==> src/rtl/reg_scoreboard.sv <==
// rtl/reg_scoreboard.sv - register scoreboard that stalls decode on RAW/WAW hazards
//
// Tracks which of the NUM_REGS architectural registers have a write in flight.
// An instruction is held in decode while any register it reads or writes is
// still pending. Writeback clears the bit, and there is no bypass path.
//
// Ports:
//   clk, rst         clock; synchronous active-high reset
//   issue_*          instruction presented by decode (valid, rs1/rs2/rd, use flags, we)
//   issue_stall      combinational hold for decode
//   issue_accept     combinational issue indication
//   wb_valid, wb_rd  writeback commit strobe and destination register
//   flush            discard every in-flight write
//   pending_mask     registered in-flight bitmap
//   pending_count    registered popcount of pending_mask
//   stall_cycles     registered saturating count of stalled cycles
//   wb_err           registered sticky flag for writeback to a non-pending register
module reg_scoreboard #(
  parameter int NUM_REGS = 16,
  parameter int ADDR_W   = 4,
  parameter int CNT_W    = 16
) (
  input  logic                clk,
  input  logic                rst,
  input  logic                issue_valid,
  input  logic [ADDR_W-1:0]   issue_rs1,
  input  logic [ADDR_W-1:0]   issue_rs2,
  input  logic [ADDR_W-1:0]   issue_rd,
  input  logic                issue_use_rs1,
  input  logic                issue_use_rs2,
  input  logic                issue_we,
  output logic                issue_stall,
  output logic                issue_accept,
  input  logic                wb_valid,
  input  logic [ADDR_W-1:0]   wb_rd,
  input  logic                flush,
  output logic [NUM_REGS-1:0] pending_mask,
  output logic [ADDR_W:0]     pending_count,
  output logic [CNT_W-1:0]    stall_cycles,
  output logic                wb_err
);

  localparam logic [CNT_W-1:0] CNT_ONE = {{(CNT_W-1){1'b0}}, 1'b1};
  localparam logic [CNT_W-1:0] CNT_MAX = {CNT_W{1'b1}};

  logic [NUM_REGS-1:0] pend_q, pend_d;
  logic [ADDR_W:0]     cnt_q, cnt_d;
  logic [CNT_W-1:0]    stall_q, stall_d;
  logic                err_q, err_d;
  logic                haz;

  // Hazards look only at the registered mask. A writeback in this same cycle
  // does not unblock the instruction until the next cycle.
  assign haz = (issue_use_rs1 & pend_q[issue_rs1]) |
               (issue_use_rs2 & pend_q[issue_rs2]) |
               (issue_we      & pend_q[issue_rd]);

  assign issue_stall  = issue_valid & (haz | flush);
  assign issue_accept = issue_valid & ~issue_stall;

  always_comb begin
    pend_d = pend_q;
    if (flush) begin
      pend_d = '0;
    end else begin
      if (wb_valid) pend_d[wb_rd] = 1'b0;
      // The set is applied after the clear, so it wins if both hit the same index.
      if (issue_accept && issue_we) pend_d[issue_rd] = 1'b1;
    end

    // The count is taken from the next mask, so count and mask update together.
    cnt_d = '0;
    for (int i = 0; i < NUM_REGS; i++) begin
      cnt_d = cnt_d + {{ADDR_W{1'b0}}, pend_d[i]};
    end

    stall_d = stall_q;
    if (issue_stall && (stall_q != CNT_MAX)) stall_d = stall_q + CNT_ONE;

    err_d = err_q | (wb_valid & ~flush & ~pend_q[wb_rd]);
  end

  always_ff @(posedge clk) begin
    if (rst) begin
      pend_q  <= '0;
      cnt_q   <= '0;
      stall_q <= '0;
      err_q   <= 1'b0;
    end else begin
      pend_q  <= pend_d;
      cnt_q   <= cnt_d;
      stall_q <= stall_d;
      err_q   <= err_d;
    end
  end

  assign pending_mask  = pend_q;
  assign pending_count = cnt_q;
  assign stall_cycles  = stall_q;
  assign wb_err        = err_q;

endmodule
==> config.mk <==
export PLATFORM = sky130hd
export DESIGN_NAME = reg_scoreboard
export DESIGN_NICKNAME = d
export VERILOG_FILES = /design/src/rtl/reg_scoreboard.sv
export SDC_FILE = /design/constraint.sdc
export NUM_CORES = 1
export LEC_CHECK = 0
export BUFFER_PORTS_ARGS = -buffer_cell sky130_fd_sc_hd__clkbuf_2
export CORE_ASPECT_RATIO = 1.1
export CORE_MARGIN = 2
export CORE_UTILIZATION = 51
export CTS_BUF_LIST = sky130_fd_sc_hd__clkbuf_8
export DETAILED_ROUTE_END_ITERATION = 12
export GPL_TIMING_DRIVEN = 0
export PLACE_DENSITY = 0.81
export SLEW_MARGIN = 30
export SYNTH_ARGS = -nofsm -noshare
export SYNTH_HDL_FRONTEND = slang
export SYNTH_SLANG_ARGS = --single-unit
==> constraint.sdc <==
create_clock -name clk -period 5.4 [get_ports clk]
set_clock_uncertainty 0.2 [all_clocks]
set_input_delay 0.54 -clock clk [delete_from_list [all_inputs] [get_ports clk]]
set_output_delay 0.54 -clock clk [all_outputs]
set_load 0.01 [all_outputs]
* Word level (Yosys, flattened, before mapping)
Index checks and enable logic that the tools add are counted.
W data, S select, Z words.
** Word-level totals
- Register bits :: 38
- Bits in latches :: 0
- Bits in writable memories :: 0
- Bits in read-only memories :: 0
- Bits of input ports :: 24
- Output and inout bits :: 40
- Logic and storage cells :: 64
- Memories kept :: 0
** Cells by class
- $add $sub $neg :: 16
- Multiply operators :: 0
- Div/mod/pow operators :: 0
- Magnitude comparators :: 6
- Equality and inequality tests :: 1
- Shift operators :: 0
- Muxes and demuxes :: 16
- Bitwise logic cells :: 17
- Reduce and logical (&&, ||, !) cells :: 4
** Operator list (count)
- $mux W16 :: 4
- $add A5 B1 Y5 :: 11
- $lt A4 B5 Y1 const B :: 4
- $add A16 B1 Y16 const B :: 1
- $and A16 B16 Y16 :: 1
- $bmux W1 S4 :: 4
- $ne A16 B16 Y1 const B :: 1
- $not A16 Y16 :: 1
- $or A16 B16 Y16 :: 1
- $demux W1 S4 :: 2
- $ge A4 B1 Y1 const B :: 2
- $and A1 B1 Y1 :: 7
- $mux W1 :: 6
- $add A4 B1 Y5 :: 1
- $add A3 B1 Y4 :: 1
- $logic_and A1 B1 Y1 :: 4
- $or A1 B1 Y1 :: 4
- $add A2 B1 Y3 :: 1
- $not A1 Y1 :: 3
- $add A1 B1 Y2 :: 1

* Longest topological paths before layout
Gate-level depths: netlist of the first run.
- Word-level depth :: 27
- Depth in mapped cells :: 21
- Gate-level depth less buffers :: 19

* Worst setup path before layout of the first run
No wires, ideal clock.
- Kind :: input-to-reg
- Start :: in issue_rs2[0]
- End :: reg cnt_q[3] (netlist: pending_count[3])
- Library setup time :: 128 ps
- Data arrival time :: 5260 ps
- Path slack :: -187 ps
- Cell stages on the path :: 17
- Cell sequence :: buf_2 > mux4_2 > o2111ai_1 > nand4_1 > a311oi_4 > nand4_2 > o32a_1 > fa_1 > fa_1 > fa_1 > fa_1 > inv_1 > ha_1 > a21o_1 > a21oi_1 > xor2_1 > nor2_1
** Between the ends
- Word-level cells in the longest chain between the ends :: 27
** RTL lines
- from (decl) :: RTL line 27 : input logic [ADDR_W-1:0] issue_rs2,
- $bmux W1 S4 (*) :: RTL line 55 : (issue_use_rs2 & pend_q[issue_rs2]) |
- $mux W1 (implied by the code) (*) :: RTL line 55
- $and A1 B1 Y1 (*) :: RTL line 55
- $or A1 B1 Y1 (*) :: RTL line 54 : assign haz = (issue_use_rs1 & pend_q[issue_rs1]) |
- $or A1 B1 Y1 (*) :: RTL line 55
- $or A1 B1 Y1 (*) :: RTL line 58 : assign issue_stall = issue_valid & (haz | flush);
- $and A1 B1 Y1 (*) :: RTL line 58
- $not A1 Y1 (*) :: RTL line 59 : assign issue_accept = issue_valid & ~issue_stall;
- [2 not listed]
- $mux W16 (*) :: RTL line 68 : if (issue_accept && issue_we) pend_d[issue_rd] = 1'b1;
- $mux W16 (*) :: RTL line 63 : if (flush) begin
- $add A1 B1 Y2 :: RTL line 74 : cnt_d = cnt_d + {{ADDR_W{1'b0}}, pend_d[i]};
- $add A2 B1 Y3 :: RTL line 74
- $add A3 B1 Y4 :: RTL line 74
- $add A4 B1 Y5 :: RTL line 74
- $add A5 B1 Y5 (10 in series) :: RTL line 74
- $add A5 B1 Y5 (*) :: RTL line 74
- to (signal assigned) :: RTL line 91 : cnt_q <= cnt_d;
- to (decl) :: RTL line 47 : logic [ADDR_W:0] cnt_q, cnt_d;
Mark *: on every way between the ends. The rest lies on a longest branch, timed or not. The select of a mux whose other input is x is not followed.
A chain may end at the register's enable or synchronous reset.

* Worst setup path after layout of the first run
- Start :: reg pend_q[7] (netlist: pending_mask[7])
- End :: reg cnt_q[4] (netlist: pending_count[4])
** Between the ends
- Word-level cells in the longest chain between the ends :: 27
- Elaborated cells between the ends (all ways) :: 37
- Those cells by class :: 15 x add/sub; 10 x mux; 11 x bitwise; 1 x reduce/logical
** RTL lines
- from (decl) :: RTL line 46 : logic [NUM_REGS-1:0] pend_q, pend_d;
- from (signal assigned) :: RTL line 90 : pend_q <= pend_d;
- $bmux W1 S4 (on tied branches) :: RTL line 54, 55
- $mux W1 (on tied branches) :: RTL line 54, 55
- $and A1 B1 Y1 (on tied branches) :: RTL line 54, 55
- $or A1 B1 Y1 :: RTL line 54
- $or A1 B1 Y1 :: RTL line 55
- $or A1 B1 Y1 :: RTL line 58
- $and A1 B1 Y1 :: RTL line 58
- $not A1 Y1 :: RTL line 59
- [2 not listed]
- $mux W16 (*) :: RTL line 68
- $mux W16 (*) :: RTL line 63
- $add A1 B1 Y2 :: RTL line 74
- $add A2 B1 Y3 :: RTL line 74
- $add A3 B1 Y4 :: RTL line 74
- $add A4 B1 Y5 :: RTL line 74
- $add A5 B1 Y5 (10 in series) :: RTL line 74
- $add A5 B1 Y5 (*) :: RTL line 74
Marked as above.

==> metrics.md, run 1 <==
| Metric | Value |
|---|---|
| Final worst setup slack | `-0.0729 ns` |
| First-pass GRT wire length | `12900 um` |
| Vias in the first global route | `about 2.7k` |
| Starting Density | `52.3%` |
| Via count | `3106` |
| Critical path endpoint category | `flop` |
| Largest net degree at the start of global routing | `13` |
| Post-route insts no fill | `485` |
| Crit-path slowest cell | `fa_2` |
| Pre-CTS setup slack | `-0.671 ns` |
| Antenna violations before repair | `0` |
| Placed insts | `440` |
| Pins Over Slew Limit | `0` |
| Syn nets | `349` |
| Switching power | `0.176 mW` |
| Slew margin rel. | `61.1%` |
| PD cells | `166 nW/um2` |
| Root buffer cell | `clkbuf_8` |
| FMAX | `183 MHz` |
| DIE HEIGHT | `81.8 um` |
| Final Setup Violations | `4` |
| Syn-to-layout area delta | `31.4%` |
| Post-Syn Area | `2810 um2` |
| Io pins | `64` |
| Antenna Nets Post-Route | `0` |
| Htree depth | `2` |
| Clock sinks | `38` |
| RSZ-0062 raised after global routing | `yes` |
| Post-DP HPWL | `5800 um` |
| # diodes | `0` |
| Seq pwr share | `a little under half` |
| Flops & latches, synth | `38` |
| Seq/Total Area, Yosys | `a little over a quarter` |
| Final min period | `5.47 ns` |
| Most used cell, CP | `fa_1` |
| P_int | `0.438 mW` |
| Residual DRC count | `0` |
| First DRT Iteration DRCs | `308` |
| Placer Congestion | `0.958` |
| WHS Path Cells | `2` |
| Crit path max fanout | `6` |
| Vias/cell | `6.40` |
| IR drop worst, VDD | `~180 uV` |
| Grt ovf | `0` |
| Chip Width | `74.7 um` |
| HP Class | `flop to flop` |
| Final net count | `449` |
| Worst R2R Path Depth | `18` |
| Routed wire length | `9020 um` |
| Tightest Pin Transition | `roughly 0.58 ns` |
| Switching Fraction | `between 20 and 30%` |
| Final Hold Fails | `0` |
| Part of the cycle the worst path needs | `101%` |
| Worst EP arrival | `5.49 ns` |
| Syn Inst Count | `a little over 300` |
| Leak | `1.49 nW` |
| Critical Path Max Stage Delay | `0.55 ns` |
| Yosys cell types | `45` |
| Core area | `roughly 5400 um2` |
| Share of layout cells above drive strength 1 | `38.5%` |
| Worst skew pair latency | `0.29 ns` |
| WS Path Type | `flop to flop` |
| Max-cap violations | `0` |
| CTS tree | `built` |
| Tot GR Track Use | `27.6%` |
| CP Launch Type | `flop` |
| Die ar. | `6110 um2` |
| Post-synth EDFFs | `0` |
| Std-Cell Rows | `28` |
| Max clock buf depth | `2` |
| Yosys warns | `0` |
| Worst Path Required | `5.42 ns` |
| Worst Hold Margin | `0.280 ns` |
| Async SR Flop Fraction | `0%` |
| DRT Pass-1 Iters | `5` |
| Avg Synthesized Cell Area | `9.08 um2` |
| Register clock-pin slew on the reported worst setup and hold paths | `0.08 ns` |
| Ys flop type | `dfxtp_1` |
| Failing checks | `setup timing` |
| Status | `complete, but fails checks` |
| CTS Buf Count | `5` |
| Crit path cell chain | `mux4_2 > o2111ai_2 > nand4_1 > a311oi_4 > buf_4 > nand3_4 > o32a_1 > fa_1 > fa_1 > fa_2 > inv_2 > fa_1 > ha_2 > inv_2 > fa_2 > inv_1 > a21oi_1 > nor3b_1` |
| Share of power burned in combinational logic | `between 10% and 20%` |
| Clock power share | `34.6%` |
| DR WL/cell | `18.6 um` |
| Port Buffers | `56` |
[power by group through the flow]
stage | combinational, mW | sequential, mW | clock, mW
floorplan | 0.0530 | 0.291 | 0
global placement | 0.0795 | 0.290 | 0
detailed placement | 0.0812 | 0.291 | 0
CTS | 0.101 | 0.284 | 0.211
global route | 0.127 | 0.283 | 0.222
finish | 0.119 | 0.282 | 0.212
[path summary, 6_finish.rpt]
path	from	slack [ns]	endpoint
hold / removal	wb_err$_SDFF_PP0_	0.28	wb_err$_SDFF_PP0_
setup reg to reg	pending_mask[7]$_SDFF_PP0_	-0.07	pending_count[4]$_SDFF_PP0_
setup / recovery	pending_mask[7]$_SDFF_PP0_	-0.07	pending_count[4]$_SDFF_PP0_
hold reg to reg	wb_err$_SDFF_PP0_	0.28	wb_err$_SDFF_PP0_
[area by class of cell]
class,count,area [um2]
clock buffer,6,82.6
inverter,12,45.0
sequential,38,788
timing repair buffer,93,558
tap,75,93.8
fill,414,1680
multi-input combinational,240,1980
buffer,19,121
clock inverter,2,12.5
[routing by layer]
| layer | global-route usage, % | wire length (um) |
|---|---|---|
| met4 | 10.2 | 336 |
| met1 | 36.1 | 3440 |
| met5 | 0 | 0 |
| met3 | 6.01 | 826 |
| met2 | 44.7 | 4420 |
[Yosys cell counts (2+ instances only)]
library cell | count | area, um2
nor3_1 | 4 | 20.0
nand2b_1 | 5 | 31.3
mux4_2 | 11 | 248
mux2_1 | 5 | 56.3
dfxtp_1 | 38 | 761
ha_1 | 6 | 75.1
nand2_1 | 12 | 45.0
buf_2 | 6 | 30.0
o22a_1 | 8 | 70.1
a22oi_1 | 2 | 15.0
nand3b_1 | 5 | 37.5
o32a_1 | 2 | 20.0
fa_1 | 10 | 200
xor2_1 | 2 | 17.5
nor3b_1 | 4 | 30.0
nand4_1 | 8 | 50.1
o2111ai_1 | 2 | 17.5
and4_1 | 5 | 43.8
o21ai_0 | 21 | 105
nor2_1 | 17 | 63.8
a21oi_1 | 12 | 60.1
nor4_1 | 2 | 12.5
o22ai_1 | 22 | 138
nor2b_1 | 17 | 106
o211ai_1 | 2 | 15.0
or3_1 | 5 | 31.3
or2_2 | 2 | 12.5
and3_1 | 3 | 18.8
mux2_2 | 4 | 45.0
inv_1 | 12 | 45.0
nand3_1 | 15 | 75.1
clkbuf_1 | 12 | 45.0
mux2i_1 | 11 | 110
or3b_2 | 2 | 17.5
o31ai_1 | 3 | 22.5
or4_1 | 3 | 22.5
[layout by cell type (no fill, tap or decap), types with 5 or more instances in the layout]
| cell type | synthesis | layout |
|---|---|---|
| mux2i_1 | 11 | 11 |
| fa_1 | 10 | 8 |
| o22a_1 | 8 | 8 |
| or3_1 | 5 | 5 |
| nand3_1 | 15 | 15 |
| o21ai_0 | 21 | 21 |
| a21oi_1 | 12 | 12 |
| mux2_1 | 5 | 5 |
| nand3b_1 | 5 | 5 |
| and4_1 | 5 | 5 |
| inv_1 | 12 | 10 |
| buf_4 | 0 | 38 |
| clkbuf_8 | 0 | 7 |
| clkbuf_1 | 12 | 11 |
| mux4_2 | 11 | 11 |
| clkbuf_2 | 0 | 56 |
| nand2b_1 | 5 | 5 |
| dfxtp_1 | 38 | 22 |
| nand4_1 | 8 | 8 |
| nand2_1 | 12 | 12 |
| nor2_1 | 17 | 17 |
| o22ai_1 | 22 | 19 |
| ha_1 | 6 | 5 |
| dfxtp_2 | 0 | 13 |
| nor2b_1 | 17 | 17 |
[state kept, by name, indices dropped and copies added (netlist names)]
register       cells
stall_cycles      16
wb_err             1
pending_count      5
pending_mask      16
[cell families (layout without fill, tap and decap cells)]
group	count (synthesis)	after routing	share of synthesized area, %
and+or+nand+nor	112	112	23.1
xor gates and xnor gates	2	2	0.625
adders and majority gates	16	16	9.81
muxes	31	31	16.4
DFF	38	38	27.1
AOI/OAI and AO/OA	79	79	18.6
buffers and inverters	31	132	4.42
[metrics by stage]
step | total power [mW] | setup TNS (ns) | area, um2 | util, %
floorplan | 0.344 | -0.319 | 2830 | -
global placement | 0.370 | -2.38 | 3210 | 59.8
detailed placement | 0.372 | -2.86 | 3210 | 59.8
CTS | 0.596 | -0.00368 | 3470 | 64.7
global route | 0.631 | -1.11 | 3680 | 68.7
finish | 0.613 | -0.199 | 3680 | 68.7
[timing repair]
action | in CTS | in global routing
pin swaps | 3 | 6
setup buffers | 21 | 16
hold endpoints to repair | 0 | 0
setup endpoints to repair | 4 | 4
hold buffers | 0 | 0
resized for setup | 2 | 31
[worst max-delay path: cells and delay by family, from the launching register on]
kind	cells	cell delay, ns
DFF	1	0.36
muxes	1	0.52
adders and majority gates	6	2.56
buffers and inverters	4	0.31
and+or+nand+nor	3	0.48
AOI/OAI and AO/OA	4	0.97
Power figures use the tool's default switching activity.
==> inputs of run 2 (changes only) <==
- clock period: 5.4 -> 4.8 ns (I/O delays scaled with it)
==> run 2 against run 1 <==
The flow still finishes with violations (setup timing). Cell count shrank 6.0%. Count of clock-buffer cells in the layout is the same. Sequential share of layout area grew 1.4 points.
==> metrics.md, run 2 (synthesis gave the netlist of run 1 again) <==
| Metric | Value |
|---|---|
| Worst Path Required | `4.82 ns (-0.60 ns)` |
| Leak | `1.33 nW (-10%)` |
| RSZ-0062 raised after global routing | `yes` |
| Crit-path leading delay family | `adder cells` |
| Max-cap violations | `0 (unchanged)` |
| Htree depth | `2 (unchanged)` |
| Antenna Nets Post-Route | `0 (unchanged)` |
| Via count | `2848 (-8.3%)` |
| Die ar. | `6110 um2 (unchanged)` |
| DR WL/cell | `17.2 um (-7.4%)` |
| Critical path endpoint category | `flop` |
| DIE HEIGHT | `81.8 um (unchanged)` |
| IR drop worst, VDD | `145 uV (-21%)` |
| Vias in the first global route | `2658 (-1.4%)` |
| # diodes | `0 (unchanged)` |
| CTS Buf Count | `5 (unchanged)` |
| Grt ovf | `0 (unchanged)` |
| Largest net degree at the start of global routing | `13 (unchanged)` |
| Starting Density | `52.3% (unchanged)` |
| Part of the cycle the worst path needs | `109% (+8.1 points)` |
| Failing checks | `setup timing` |
| Register clock-pin slew on the reported worst setup and hold paths | `0.08 ns (about the same)` |
| Max clock buf depth | `2 (unchanged)` |
| CP Launch Type | `flop` |
| Chip Width | `74.7 um (unchanged)` |
| Io pins | `64 (unchanged)` |
| Placer Congestion | `0.948 (-1.1%)` |
| Crit path max fanout | `6 (unchanged)` |
| Switching power | `0.182 mW (+3.8%)` |
| Residual DRC count | `0 (unchanged)` |
| Post-DP HPWL | `5840 um (+0.69%)` |
| Std-Cell Rows | `28 (unchanged)` |
| Share of layout cells above drive strength 1 | `33.9% (-4.7 points)` |
| Seq pwr share | `48.7% (+2.6 points)` |
| WP buf/inv | `3 (-1)` |
| First-pass GRT wire length | `12500 um (-3.2%)` |
| Final total power | `0.652 mW (+6.3%)` |
| HP Class | `flop to flop` |
| P_int | `0.470 mW (+7.3%)` |
| Clock power share | `36.0% (+1.4 points)` |
| Clock sinks | `38 (unchanged)` |
| Final Hold Fails | `0 (unchanged)` |
| Port Buffers | `56 (unchanged)` |
| DRT Pass-1 Iters | `5 (unchanged)` |
| Placed insts | `440 (unchanged)` |
| Core area | `5360 um2 (unchanged)` |
| Tot GR Track Use | `26.3% (-1.3 points)` |
| Vias/cell | `6.25 (-2.5%)` |
| Switching Fraction | `28.0% (-0.68 points)` |
| Antenna violations before repair | `0 (unchanged)` |
| Share of power burned in combinational logic | `15.3% (-4.1 points)` |
| Slew margin rel. | `60.6% (-0.53 points)` |
| Most frequent cells in the layout | `56 x clkbuf_2, 22 x dfxtp_1, 21 x o21ai_0, 21 x o22ai_1` |
| CTS tree | `built` |
| First DRT Iteration DRCs | `188 (-39%)` |
| Pins Over Slew Limit | `0 (unchanged)` |
| Post-route insts no fill | `456 (-6.0%)` |
| Leading cell type in the layout, fill and taps excluded | `clkbuf_2` |
| Routed wire length | `7850 um (-13%)` |
| PD cells | `189 nW/um2 (+13%)` |
| FMAX | `190 MHz (+4.1%)` |
| Final min period | `5.26 ns (-0.217 ns)` |
| Setup TNS | `-1.75 ns (-1.55 ns)` |
| Final worst setup slack | `-0.456 ns (-0.383 ns)` |
| Syn-to-layout area delta | `23.2%` |
| Most used cell, CP | `fa_1` |
| Worst skew pair latency | `0.29 ns (about the same)` |
| Tightest Pin Transition | `0.591 ns (+0.0141 ns)` |
| Status | `complete, but fails checks` |
| Final net count | `420 (-6.5%)` |
| Worst EP arrival | `5.27 ns (-0.22 ns)` |
| Pre-CTS setup slack | `-1.17 ns (-0.494 ns)` |
| WS Path Type | `flop to flop` |
| Crit-path slowest cell | `fa_2` |
| Crit path cell chain | `mux4_2 > o211ai_1 > nand4_1 > a311oi_4 > nand3_2 > o22a_1 > fa_1 > fa_1 > fa_2 > inv_2 > fa_1 > ha_4 > inv_2 > fa_2 > inv_1 > a21oi_1 > nor3b_1` |
| Critical Path Max Stage Delay | `0.57 ns (+0.02 ns)` |
| Root buffer cell | `clkbuf_8` |
| Final Setup Violations | `5 (+1)` |
run 2: layout make-up:
| type | instances | area (um2) |
|---|---|---|
| repair buffers | 64 | 340 |
| fillers | 435 | 1900 |
| plain buffers | 19 | 111 |
| clock inverters | 2 | 12.5 |
| flip-flops and latches | 38 | 788 |
| multi-input cells | 240 | 1980 |
| well taps | 75 | 93.8 |
| inverters | 12 | 45.0 |
| clock buffers | 6 | 82.6 |
run 2: tightest hold or removal path, stage by stage, from the launching register on:
cell and delay, ns:
dfxtp_1 0.33, nor2_1 0.05, nor2_1 0.07
run 2: power by group through the flow:
stage               sequential (mW)  clock [mW]  combinational, mW
floorplan                     0.328           0             0.0602
global placement              0.327           0             0.0900
detailed placement            0.327           0             0.0920
CTS                           0.318       0.238             0.0966
global route                  0.318       0.251              0.107
finish                        0.318       0.235             0.0996
run 2: metrics by stage:
| step | hold slack (ns) | instance area, um2 | util, % |
|---|---|---|---|
| after CTS | 0.281 | 3450 | 64.3 |
| after global routing | 0.290 | 3460 | 64.5 |
| after global placement | 0.252 | 3220 | 60.0 |
| final | 0.278 | 3460 | 64.5 |
| after detailed placement | 0.261 | 3220 | 60.0 |
| after floorplan | 0.305 | 2840 | - |
run 2: worst paths after layout:
kind / to / slack (ns) / depth (start not counted) / from
worst max-delay path: pending_count[4]$_SDFF_PP0_ / -0.46 / 17 / pending_mask[12]$_SDFF_PP0_
worst min-delay path: wb_err$_SDFF_PP0_ / 0.28 / 2 / wb_err$_SDFF_PP0_
worst max register to register: pending_count[4]$_SDFF_PP0_ / -0.46 / 17 / pending_mask[12]$_SDFF_PP0_
worst min register to register: wb_err$_SDFF_PP0_ / 0.28 / 2 / wb_err$_SDFF_PP0_
run 2: per-layer routing:
| metal | vias to the layer above | share of wire [%] | GRT usage, % | wire, um |
|---|---|---|---|---|
| li1 | 1323 | - | - | - |
| met1 | 1336 | 42 | 36.3 | 3310 |
| met2 | 159 | 47 | 42.0 | 3710 |
| met3 | 30 | 7.9 | 3.56 | 623 |
| met4 | 0 | 2.6 | 9.29 | 205 |
| met5 | - | 0 | 0 | 0 |
run 2: what timing repair did:
action                     CTS  global route
gates resized for setup     30             0
setup endpoints to repair    5             5
setup buffers                7             1
hold buffers                 0             0
pin swaps                   11             4
==> inputs of run 3 (changes only) <==
- clock period: 4.8 -> 4.55 ns (I/O delays scaled with it)
==> run 3 against run 2 <==
The run still ends with setup timing left. Hold slack did not move. Routed wire length fell by 0.19%. Fmax barely moved. Clock power rose by 6%. First-iteration DRC count rose by 32%. Power rose by 5.5%. Non-clock buffer count did not move. Core utilization fell by 0.070 points. Cell count did not move.
==> metrics.md, run 3 (synthesis gave the netlist of run 1 again) <==
| Metric | Value |
|---|---|
| Slew margin rel. | `60.6% (about the same)` |
| Worst reg2reg setup slack | `-0.71 ns (-0.25 ns)` |
| Status | `complete, but fails checks` |
| Placed insts | `440 (unchanged)` |
| Clock sinks | `38 (unchanged)` |
| Max clock buf depth | `2 (unchanged)` |
| First-pass GRT wire length | `12500 um (unchanged)` |
| Final net count | `420 (unchanged)` |
| IR drop worst, VDD | `153 uV (+5.5%)` |
| Final Setup Violations | `5 (unchanged)` |
| Core area | `5360 um2 (unchanged)` |
| Most used cell, CP | `fa_1` |
| CTS tree | `built` |
| Routed wire length | `7830 um (-0.19%)` |
| Critical Path Max Stage Delay | `0.57 ns (about the same)` |
| Critical path endpoint category | `flop` |
| Vias in the first global route | `2658 (unchanged)` |
| Pins Over Slew Limit | `0 (unchanged)` |
| Worst skew pair latency | `0.29 ns (about the same)` |
| Root buffer cell | `clkbuf_8` |
| Leak | `1.33 nW (about the same)` |
| Worst EP arrival | `5.27 ns (about the same)` |
| Worst reg2reg endpoint | `pending_count[4]$_SDFF_PP0_` |
| Hold Buf Count CTS | `0 (unchanged)` |
| Final Hold Fails | `0 (unchanged)` |
| Chip Width | `74.7 um (unchanged)` |
| Share of layout cells above drive strength 1 | `33.9% (unchanged)` |
| Final worst setup slack | `-0.710 ns (-0.254 ns)` |
| Setup TNS | `-3.02 ns (-1.27 ns)` |
| End point of the critical path | `pending_count[4]$_SDFF_PP0_` |
| Io pins | `64 (unchanged)` |
| # diodes | `0 (unchanged)` |
| Std-Cell Rows | `28 (unchanged)` |
| Syn-to-layout area delta | `23.1%` |
| Post-DP HPWL | `5840 um (unchanged)` |
| Placer Congestion | `0.948 (unchanged)` |
| Max-cap violations | `0 (unchanged)` |
| FMAX | `190 MHz (about the same)` |
| Crit path max fanout | `6 (unchanged)` |
| Register clock-pin slew on the reported worst setup and hold paths | `0.08 ns (about the same)` |
| DR WL/cell | `17.2 um (-0.19%)` |
| Leading cell type in the layout, fill and taps excluded | `clkbuf_2` |
| Port Buffers | `56 (unchanged)` |
| Area after DPL | `3220 um2 (unchanged)` |
| Filler Cells Inserted | `435 (unchanged)` |
| Via count | `2820 (-0.98%)` |
| Antenna violations before repair | `0 (unchanged)` |
| Residual DRC count | `0 (unchanged)` |
| Crit path cell chain | `mux4_2 > o211ai_1 > nand4_1 > a311oi_4 > nand3_2 > o22a_1 > fa_1 > fa_1 > fa_2 > inv_2 > fa_1 > ha_4 > inv_2 > fa_2 > inv_1 > a21oi_1 > nor3b_1` |
| Vias/cell | `6.18 (-0.98%)` |
| CTS Buf Count | `5 (unchanged)` |
| CP Launch Point | `pending_mask[12]$_SDFF_PP0_` |
| Crit-path leading delay family | `adder cells` |
| RSZ-0062 raised after global routing | `yes` |
| HP Class | `flop to flop` |
| Die ar. | `6110 um2 (unchanged)` |
| DRT Pass-1 Iters | `6 (+1)` |
| Most frequent cells in the layout | `56 x clkbuf_2, 22 x dfxtp_1, 21 x o21ai_0, 21 x o22ai_1` |
| Worst Path Required | `4.57 ns (-0.25 ns)` |
| Grt ovf | `0 (unchanged)` |
| WS Path Type | `flop to flop` |
| Post-route insts no fill | `456 (unchanged)` |
| Largest net degree at the start of global routing | `13 (unchanged)` |
| Final total power | `0.688 mW (+5.5%)` |
| First DRT Iteration DRCs | `249 (+32%)` |
| Worst Hold Margin | `0.278 ns (unchanged)` |
| Final min period | `5.26 ns (+0.00421 ns)` |
| Worst R2R Path Depth | `17 (unchanged)` |
| Starting Density | `52.3% (unchanged)` |
| Antenna Nets Post-Route | `0 (unchanged)` |
| Crit-path slowest cell | `fa_2` |
| Tightest Pin Transition | `0.591 ns (-0.000176 ns)` |
| Failing checks | `setup timing` |
| CP Launch Type | `flop` |
| Fin area | `3450 um2 (-0.11%)` |
| Part of the cycle the worst path needs | `116% (+6.1 points)` |
| Htree depth | `2 (unchanged)` |
| Reg2reg start | `pending_mask[12]$_SDFF_PP0_` |
| DIE HEIGHT | `81.8 um (unchanged)` |
| Tot GR Track Use | `26.3% (unchanged)` |
| PD cells | `199 nW/um2 (+5.7%)` |
| Crit. path cell count | `17 (unchanged)` |
| WP buf/inv | `3 (unchanged)` |
-- run 3: cell counts in the layout (fill, tap and decap cells not counted) --
No cell type changed its count.
-- run 3: worst min-delay path by stage --
stage	slack, ns	from	to	depth (start not counted)
after floorplan	0.30	wb_err$_SDFF_PP0_	wb_err$_SDFF_PP0_	2
after global placement	0.25	wb_err$_SDFF_PP0_	wb_err$_SDFF_PP0_	2
after detailed placement	0.26	wb_err$_SDFF_PP0_	wb_err$_SDFF_PP0_	2
after CTS	0.28	wb_err$_SDFF_PP0_	wb_err$_SDFF_PP0_	2
after global routing	0.29	wb_err$_SDFF_PP0_	wb_err$_SDFF_PP0_	2
final	0.28	wb_err$_SDFF_PP0_	wb_err$_SDFF_PP0_	2
-- run 3: metrics by stage --
| step | worst slack [ns] | utilization, % |
|---|---|---|
| 2_1_floorplan | -0.853 | - |
| 4_1_cts | -0.729 | 64.3 |
| 6_report | -0.710 | 64.4 |
| 3_3_place_gp | -1.33 | 60.0 |
| 5_1_grt | -0.991 | 64.4 |
| 3_5_place_dp | -1.39 | 60.0 |
-- run 3: final cells by class --
class	count	area (um2)	area share [%]
flip-flops and latches	38	788	22.8
repair buffers	64	340	9.86
clock buffers	6	82.6	2.39
plain buffers	19	108	3.12
clock inverters	2	12.5	0.362
multi-input cells	240	1980	57.4
inverters	12	45.0	1.30
well taps	75	93.8	2.72
-- run 3: what timing repair did --
action,in CTS,in global routing
pin swaps,11,4
resized for setup,29,0
buffers inserted,7,1
setup endpoints to repair,5,5
hold endpoints to repair,0,0
-- run 3: tightest hold or removal path: stages, from the launching register on --
cell     delay [ns]
dfxtp_1        0.33
nor2_1         0.05
nor2_1         0.07
-- run 3: layer usage --
layer | global-route usage, % | share of wire [%] | vias to the layer above
li1 | - | - | 1323
met1 | 36.3 | 43 | 1335
met2 | 42.0 | 47 | 142
met3 | 3.56 | 8.0 | 20
met4 | 9.29 | 2.2 | 0
met5 | 0 | 0 | -
-- run 3: power by group --
part / switching (mW) / total [mW] / internal, mW
combinational: 0.0642 / 0.105 / 0.0404
sequential: 0.00221 / 0.335 / 0.333
clock: 0.126 / 0.248 / 0.122
